<file path="src/rtl/periph_arbiter.sv">
// periph_arbiter: two-requester round-robin arbiter in front of a shared
// peripheral bus. The winning requester's device/command/data are broadcast,
// a one-cycle perform strobe is issued, and the arbiter waits for the
// peripherals to go idle (or for TIMEOUT cycles) before acknowledging.
module periph_arbiter #(
  parameter logic [7:0] TIMEOUT = 8'd255  // legal range 1..255
) (
  input  logic        clk,
  input  logic        reset,
  input  logic        req0,
  input  logic [4:0]  dev0,
  input  logic [5:0]  cmd0,
  input  logic [31:0] data0,
  input  logic        req1,
  input  logic [4:0]  dev1,
  input  logic [5:0]  cmd1,
  input  logic [31:0] data1,
  input  logic        periph_busy,
  output logic        ack0,
  output logic        ack1,
  output logic        err,
  output logic [4:0]  device,
  output logic [5:0]  command,
  output logic [31:0] data_out,
  output logic        perf_en,
  output logic        busy
);

  typedef enum logic [1:0] {
    S_IDLE  = 2'd0,
    S_ISSUE = 2'd1,
    S_WAIT  = 2'd2,
    S_DONE  = 2'd3
  } state_e;

  state_e      state_q, state_d;
  logic [7:0]  cnt_q, cnt_d;        // cycles spent in WAIT with peripherals busy
  logic        grant_q, grant_d;    // requester owning the current transaction
  logic        last_q, last_d;      // requester granted most recently
  logic        err_q, err_d;        // current transaction ended by timeout
  logic [4:0]  device_q, device_d;
  logic [5:0]  command_q, command_d;
  logic [31:0] data_q, data_d;
  logic        winner;

  // Round-robin choice: on contention the requester not granted last wins;
  // a lone request always wins.
  always_comb begin
    if (req0 && req1) winner = ~last_q;
    else              winner = req1;
  end

  // Next-state logic and Moore outputs decoded from the registered state.
  always_comb begin
    // NOTE: every signal written here gets a default first, otherwise an
    // unassigned path through the case statement infers a latch.
    state_d   = state_q;
    cnt_d     = cnt_q;
    grant_d   = grant_q;
    last_d    = last_q;
    err_d     = err_q;
    device_d  = device_q;
    command_d = command_q;
    data_d    = data_q;

    case (state_q)
      S_IDLE: begin
        if (req0 || req1) begin
          grant_d = winner;
          if (winner) begin
            device_d  = dev1;
            command_d = cmd1;
            data_d    = data1;
          end else begin
            device_d  = dev0;
            command_d = cmd0;
            data_d    = data0;
          end
          state_d = S_ISSUE;
        end
      end
      S_ISSUE: begin
        cnt_d   = 8'd0;
        state_d = S_WAIT;
      end
      S_WAIT: begin
        if (!periph_busy) begin
          err_d   = 1'b0;
          state_d = S_DONE;
        end else if (cnt_q == TIMEOUT) begin
          // TIMEOUT never exceeds 255, so the 8-bit counter cannot wrap.
          err_d   = 1'b1;
          state_d = S_DONE;
        end else begin
          cnt_d = cnt_q + 8'd1;
        end
      end
      S_DONE: begin
        last_d  = grant_q;
        state_d = S_IDLE;
      end
      default: state_d = S_IDLE;
    endcase

    perf_en  = (state_q == S_ISSUE);
    busy     = (state_q != S_IDLE);
    ack0     = (state_q == S_DONE) && !grant_q;
    ack1     = (state_q == S_DONE) &&  grant_q;
    err      = (state_q == S_DONE) &&  err_q;
    device   = device_q;
    command  = command_q;
    data_out = data_q;
  end

  // State and datapath registers; reset aborts any transaction in flight.
  always_ff @(posedge clk or posedge reset) begin
    if (reset) begin
      // NOTE: last_q resets to 1 so that requester 0 wins the first contention;
      // all broadcast registers are cleared so outputs read 0 during reset.
      state_q   <= S_IDLE;
      cnt_q     <= 8'd0;
      grant_q   <= 1'b0;
      last_q    <= 1'b1;
      err_q     <= 1'b0;
      device_q  <= 5'd0;
      command_q <= 6'd0;
      data_q    <= 32'd0;
    end else begin
      // NOTE: non-blocking assignments so every register samples pre-edge values.
      state_q   <= state_d;
      cnt_q     <= cnt_d;
      grant_q   <= grant_d;
      last_q    <= last_d;
      err_q     <= err_d;
      device_q  <= device_d;
      command_q <= command_d;
      data_q    <= data_d;
    end
  end

endmodule

</file>
<file path="config.mk">
export PLATFORM = sky130hd
export DESIGN_NAME = periph_arbiter
export DESIGN_NICKNAME = d
export VERILOG_FILES = /design/src/rtl/periph_arbiter.sv
export SDC_FILE = /design/constraint.sdc
export NUM_CORES = 1
export LEC_CHECK = 0
export ABC_AREA = 1
export CAP_MARGIN = 20
export CORE_MARGIN = 10
export CORE_UTILIZATION = 43
export CTS_CLUSTER_DIAMETER = 60
export DETAILED_ROUTE_END_ITERATION = 6
export PLACE_DENSITY = 0.86
export SLEW_MARGIN = 20
export SYNTH_ARGS = -nofsm -noshare
export SYNTH_HDL_FRONTEND = slang
export SYNTH_SLANG_ARGS = --single-unit
</file>
<file path="constraint.sdc">
create_clock -name clk -period 2.93 [get_ports clk]
set_input_delay 0.4395 -clock clk [delete_from_list [all_inputs] [get_ports clk]]
set_output_delay 0.4395 -clock clk [all_outputs]
set_load 0.02 [all_outputs]
</file>
======== After elaboration in Yosys (flattened, before gate mapping) ========
Index checks and enable logic that the tools add are counted.
word-level totals
  register bits ........................... 56
  bits of input ports ..................... 91
  output and inout bits ................... 48
  logic and storage cells ................. 45
operators by class
  $add $sub $neg .......................... 1
  equality and inequality tests ........... 9
  muxes and demuxes ....................... 13
  bitwise logic cells ..................... 1
  reduce and logical (&&, ||, !) cells .... 13
operators with widths
  operator               number
  $mux W32               1
  $mux W8                2
  $pmux W8 S2            1
  $add A8 B1 Y8 const B  1
  $eq A8 B8 Y1 const B   1
  $pmux W2 S4            1
  $mux W2                3
  $mux W6                1
  $ne A2 B2 Y1 const B   3
  $reduce_and A2 Y1      3
  $mux W5                1
  $eq A2 B2 Y1 const B   2
  $logic_and A1 B1 Y1    4
  $reduce_bool A2 Y1     2
  $mux W1                3
  $ne A3 B3 Y1 const B   1
  $reduce_and A3 Y1      1
  $eq A2 B1 Y1 const B   1
  $logic_not A2 Y1       1
  $ne A2 B1 Y1 const B   1
  $logic_not A1 Y1       1
  $logic_or A1 B1 Y1     1
  $not A1 Y1             1

======== Logic depth before layout (Yosys ltp) ========
  word-level depth ........................ 4
  depth in mapped cells ................... 10
  gate-level depth less buffers ........... 9

======== Worst setup path after synthesis ========
Ideal clock, no wire load.
  path kind ............................... register to register
  start ................................... register state_q[0]
  end ..................................... register grant_q
  library setup time ...................... 0.132 ns
  arrival ................................. 1.312 ns
  data required time ...................... 2.798 ns
  setup slack ............................. 1.486 ns
  cell stages (with the launch flop) ...... 9
  buffers on the path ..................... 1
  period minus slack after synthesis ...... 1.444 ns
  cells stage by stage .................... dfrtp_1 -> inv_1 -> ha_1 -> inv_1 -> a21oi_4 -> inv_2 -> buf_2 -> nand2_1 -> o21ai_1
between the ends
  cells in the longest elaborated chain, start to end .. 2
RTL lines
  element                      line  text
  start, declared              36    state_e state_q, state_d;
  start signal, assigned       130   state_q <= state_d;
  $logic_not A2 Y1             66    case (state_q)
  $reduce_and A2 Y1 (no line)  n/a
  end signal, assigned         132   grant_q <= grant_d;
  end, declared                38    logic grant_q, grant_d;
No other way between the ends.
A chain may end at the register's enable or synchronous reset.

======== Worst setup path after layout ========
  start ................................... register state_q[0]
  end ..................................... output busy
between the ends
  cells in the longest elaborated chain, start to end .. 1
RTL lines
  element             line  text
  $reduce_bool A2 Y1  106   busy = (state_q != S_IDLE);
  end, declared       26    output logic busy
No other way between the ends.

==> flow_results.org <==
** Die
- Site Rows :: 28
- The initial utilization of the core area, before any placement, comes to 45.1%.
- Core area :: 6060 µm²
- The die covers 9950 µm².
- Pin placement for this block handled 139 I/O pins.
- Overall die height :: 99.7 µm
- In this run the horizontal extent of the chip is 99.7 µm.

** Critical path
- Slack of the worst reg-to-reg path :: 980 ps
- The worst setup path is launched from a register.
- Arrival time of the worst setup path :: 1820 ps
- For the worst flop-to-flop path, the logic depth is 7.
- Category of the critical setup timing path :: reg2out
- The critical path contains buffers and inverters numbering 3 combined.
- Highest fanout seen on the critical path :: 4
- Crit-path slowest cell :: sky130_fd_sc_hd__clkdlybuf4s50_1
- Most frequent cell on the critical path :: sky130_fd_sc_hd__inv_1
- Max stage delay on crit path :: 640 ps
- The signal on the critical path passes through inv_1 > ha_1 > inv_1 > clkdlybuf4s50_1.
- The endpoint identified for the worst register-to-register timing path is device[1]$_DFFE_PP0P_.
- STA classifies the critical path endpoint as an output port.
- STA puts the critical path data required time at 2490 ps.
- The worst register-to-register path begins at state_q[0]$_DFFE_PP0P_.
- The kind of cell with the highest combined delay along the critical path is buffers and inverters.

** Cells and area
- Fraction of layout cells with a size suffix above 1 :: 5.11%
- For this run, the post-layout net count is 565.
- In the final layout, flip-flops and latches occupy 1400 µm².
- Layout area overhead :: 54.4%
- After filler insertion, the fill cell instance count of the layout stands at 485.
- Combined area of the multi-input logic cells :: 1150 µm²
- Non-Filler Cell Area, Final :: 4220 µm²
- Post-layout instance count excluding filler cells :: 545
- Inserted Diodes :: 0

** Clock tree
- Buffer type at the clock tree root :: sky130_fd_sc_hd__clkbuf_8
- Clock tree from TritonCTS :: done
- H-tree levels :: 2
- Number of clock buffers inserted by TritonCTS :: 5
- Clock Tree Buf Depth :: 2
- CTS saw 56 sinks.
- The clock reaches the later pin of the worst-skew pair after 310 ps.
- Clock-pin slew was measured on the worst setup and hold paths at 100 ps.
- Number of buffers inserted by post-CTS setup repair :: 0
- Count of instances resized after the clock tree is built :: 0
- Cts hold-fix bufs :: 0

** Synthesis
- Synthesized cell area :: 2730 µm²
- Post-synth net total :: 433
- For this run, the number of Yosys warnings is 0.
- Share of Yosys cell area claimed by the top area cell type :: 50.3%
- In the synthesized netlist the async set-or-reset flop fraction comes to 100%.
- Count of cell types in the netlist :: 25
- Gate count after technology mapping :: 337
- The commonest cells after synthesis are sky130_fd_sc_hd__nand2_1, sky130_fd_sc_hd__o21ai_1, sky130_fd_sc_hd__dfrtp_1, sky130_fd_sc_hd__nor2_1, sky130_fd_sc_hd__o21ai_0.
- Number of enable flip-flop cells after synthesis :: 0
- Top cells by area in the synthesized netlist :: sky130_fd_sc_hd__dfrtp_1, sky130_fd_sc_hd__nand2_1, sky130_fd_sc_hd__o21ai_1
- Mean area per synthesized cell :: 8.11 µm²
- Flip-flop and latch count after synthesis :: 56
- The synthesized design spends more area on one cell type than any other, namely sky130_fd_sc_hd__dfrtp_1.
- Sequential cell area fraction in the yosys report :: 51.3%
- The most common cell in the synthesized netlist is sky130_fd_sc_hd__nand2_1.
- The most used flip-flop cell after synthesis is sky130_fd_sc_hd__dfrtp_1.

** Global route
- The number of global-route vias before repair is 2,971.
- Entering global routing, the biggest net connects 45 pins.
- The first global-routing pass estimated 14,300 µm of wire.
- The total overflow left after global routing is 0.
- GRT Total Usage :: 17.5%
- The initial antenna violation count came to 0.

** Detailed routing
- First-pass detailed-route iteration total :: 5
- The count of nets left with antenna violations once routing finished came out at 0.
- In the final routed layout, each cell accounts on average for 16.2 µm.
- Vias per Instance :: 5.02
- Count of vias placed by the detailed router :: 2,735
- After detailed routing, the total wire length is 8810 µm.
- Number of DRC markers after the initial detailed-route iteration :: 106
- In the routed design, unresolved DRC markers number 0.

** STA
- Setup violations remaining at the end of the flow were counted as 0.
- Final clock period utilization by the worst path :: 77.0%
- Worst Max-Slew Pin Slew :: 785 ps
- The final number of hold-violating endpoints is 0.
- Setup repair after global routing left no endpoint under its margin.
- Timing would allow up to 0.443 GHz.
- The count of final max-slew check failures is 0.
- Clock period minus worst slack :: 2260 ps
- In this run the tightest slew margin relative to its limit is 47.6%.
- Worst-case clock skew :: 16.1 ps
- For the final routed database, the setup TNS stands at 0 ps.

** Outcome
- Result of the run :: complete, no violations

** Place
- Number of port buffers :: 138
- Placer congestion estimate :: 0.822
- In this run the cell area measured after placement is 4140 µm².
- The HPWL after detailed placement is 6860 µm.
- Number of cells after detailed placement :: 537

** Power and ir drop
- Peak VDD IR :: 0.519 mV
- LEAKAGE :: 0.00185 µW
- Power spread over the standard cell area amounts to 926 nW/µm².

** Flow run
- Max-Cap Viols :: 0

** Hold path
- Hold crit path type :: in2async
registers in the layout (all words and copies together) (netlist names):
name	count
state_q	2
cnt_q	8
command	6
last_q	1
err_q	1
device	5
grant_q	1
data_out	32
cell usage in the layout, fill, tap and decap left out:
master,netlist,final
sky130_fd_sc_hd__o21ai_1,56,56
sky130_fd_sc_hd__nand3_1,6,6
sky130_fd_sc_hd__inv_1,16,15
sky130_fd_sc_hd__clkbuf_8,0,5
sky130_fd_sc_hd__o21bai_1,1,1
sky130_fd_sc_hd__nand3_2,2,2
sky130_fd_sc_hd__nand4_1,1,1
sky130_fd_sc_hd__nor3_1,1,1
sky130_fd_sc_hd__nand3b_1,1,1
sky130_fd_sc_hd__dfstp_2,1,1
sky130_fd_sc_hd__nand2_2,1,1
sky130_fd_sc_hd__inv_6,0,1
sky130_fd_sc_hd__nor2_1,49,49
sky130_fd_sc_hd__clkdlybuf4s50_1,0,138
sky130_fd_sc_hd__a21oi_1,1,1
sky130_fd_sc_hd__dfrtp_1,55,55
sky130_fd_sc_hd__clkbuf_1,0,2
sky130_fd_sc_hd__buf_4,0,4
sky130_fd_sc_hd__nor2_2,2,2
sky130_fd_sc_hd__inv_2,4,5
sky130_fd_sc_hd__o21ai_0,37,37
sky130_fd_sc_hd__nand2_1,76,76
sky130_fd_sc_hd__a21oi_4,1,2
sky130_fd_sc_hd__ha_1,5,5
sky130_fd_sc_hd__or2_2,1,1
sky130_fd_sc_hd__xor2_1,2,2
worst max-delay path by stage:
stage | from | end | slack, ps | cells after the start
4_1_cts | state_q[0]$_DFFE_PP0P_ | busy | 650 | 4
3_5_place_dp | req0 | device[1]$_DFFE_PP0P_ | 690 | 6
2_1_floorplan | reset | cnt_q[0]$_DFFE_PP0P_ | 1120 | 1
6_report | state_q[0]$_DFFE_PP0P_ | busy | 670 | 4
3_3_place_gp | req0 | device[2]$_DFFE_PP0P_ | 790 | 6
5_1_grt | state_q[0]$_DFFE_PP0P_ | busy | 540 | 4
through the flow:
step / util, % / hold WS, ps / power [µW] / worst slack, ps
after floorplan: - / 449 / 2510 / 1120
after global placement: 68.2 / 466 / 3440 / 789
after detailed placement: 68.2 / 477 / 3530 / 688
after CTS: 69.7 / 421 / 3960 / 654
after global routing: 69.7 / 462 / 4220 / 535
final: 69.7 / 421 / 3910 / 675
power breakdown:
part / switching [µW] / internal (µW) / leakage [µW]
Combinational: 1220 / 954 / 0.00111
Sequential: 196 / 1120 / 0.000693
Clock: 248 / 173 / 0.0000428
metal layers:
metal / vias to the layer above / global-route usage, % / part of all wire [%]
li1: 1359 / - / -
met1: 1267 / 18.8 / 39
met2: 104 / 30.7 / 50
met3: 5 / 7.40 / 10
met4: 0 / 4.74 / 0.96
met5: - / 0 / 0
logic make-up (layout without fill, tap and decap cells):
| family | after synthesis | in the layout | share of synthesized area, % |
|---|---|---|---|
| buf+inv | 37 | 170 | 6.77 |
| fa+ha+maj | 5 | 5 | 2.29 |
| flops | 56 | 56 | 51.3 |
| compound gates | 97 | 97 | 18.4 |
| simple gates | 140 | 140 | 20.6 |
| xor+xnor | 2 | 2 | 0.641 |
layout make-up:
| type | count | share of cell area (%) |
|---|---|---|
| Tap cell | 75 | 2.22 |
| Clock inverter | 1 | 0.207 |
| Inverter | 20 | 1.78 |
| Sequential cell | 56 | 33.2 |
| Multi-Input combinational cell | 244 | 27.3 |
| Timing Repair Buffer | 142 | 33.4 |
| Clock buffer | 7 | 1.81 |
worst reg2reg max path: stages (launching register included):
cell                      delay [ps]
sky130_fd_sc_hd__dfrtp_1         420
sky130_fd_sc_hd__inv_1           100
sky130_fd_sc_hd__ha_1            170
sky130_fd_sc_hd__inv_1           110
sky130_fd_sc_hd__a21oi_4         350
sky130_fd_sc_hd__inv_2           400
sky130_fd_sc_hd__nand2_1         180
sky130_fd_sc_hd__o21ai_0         110
(Power assumes the default switching activity.)
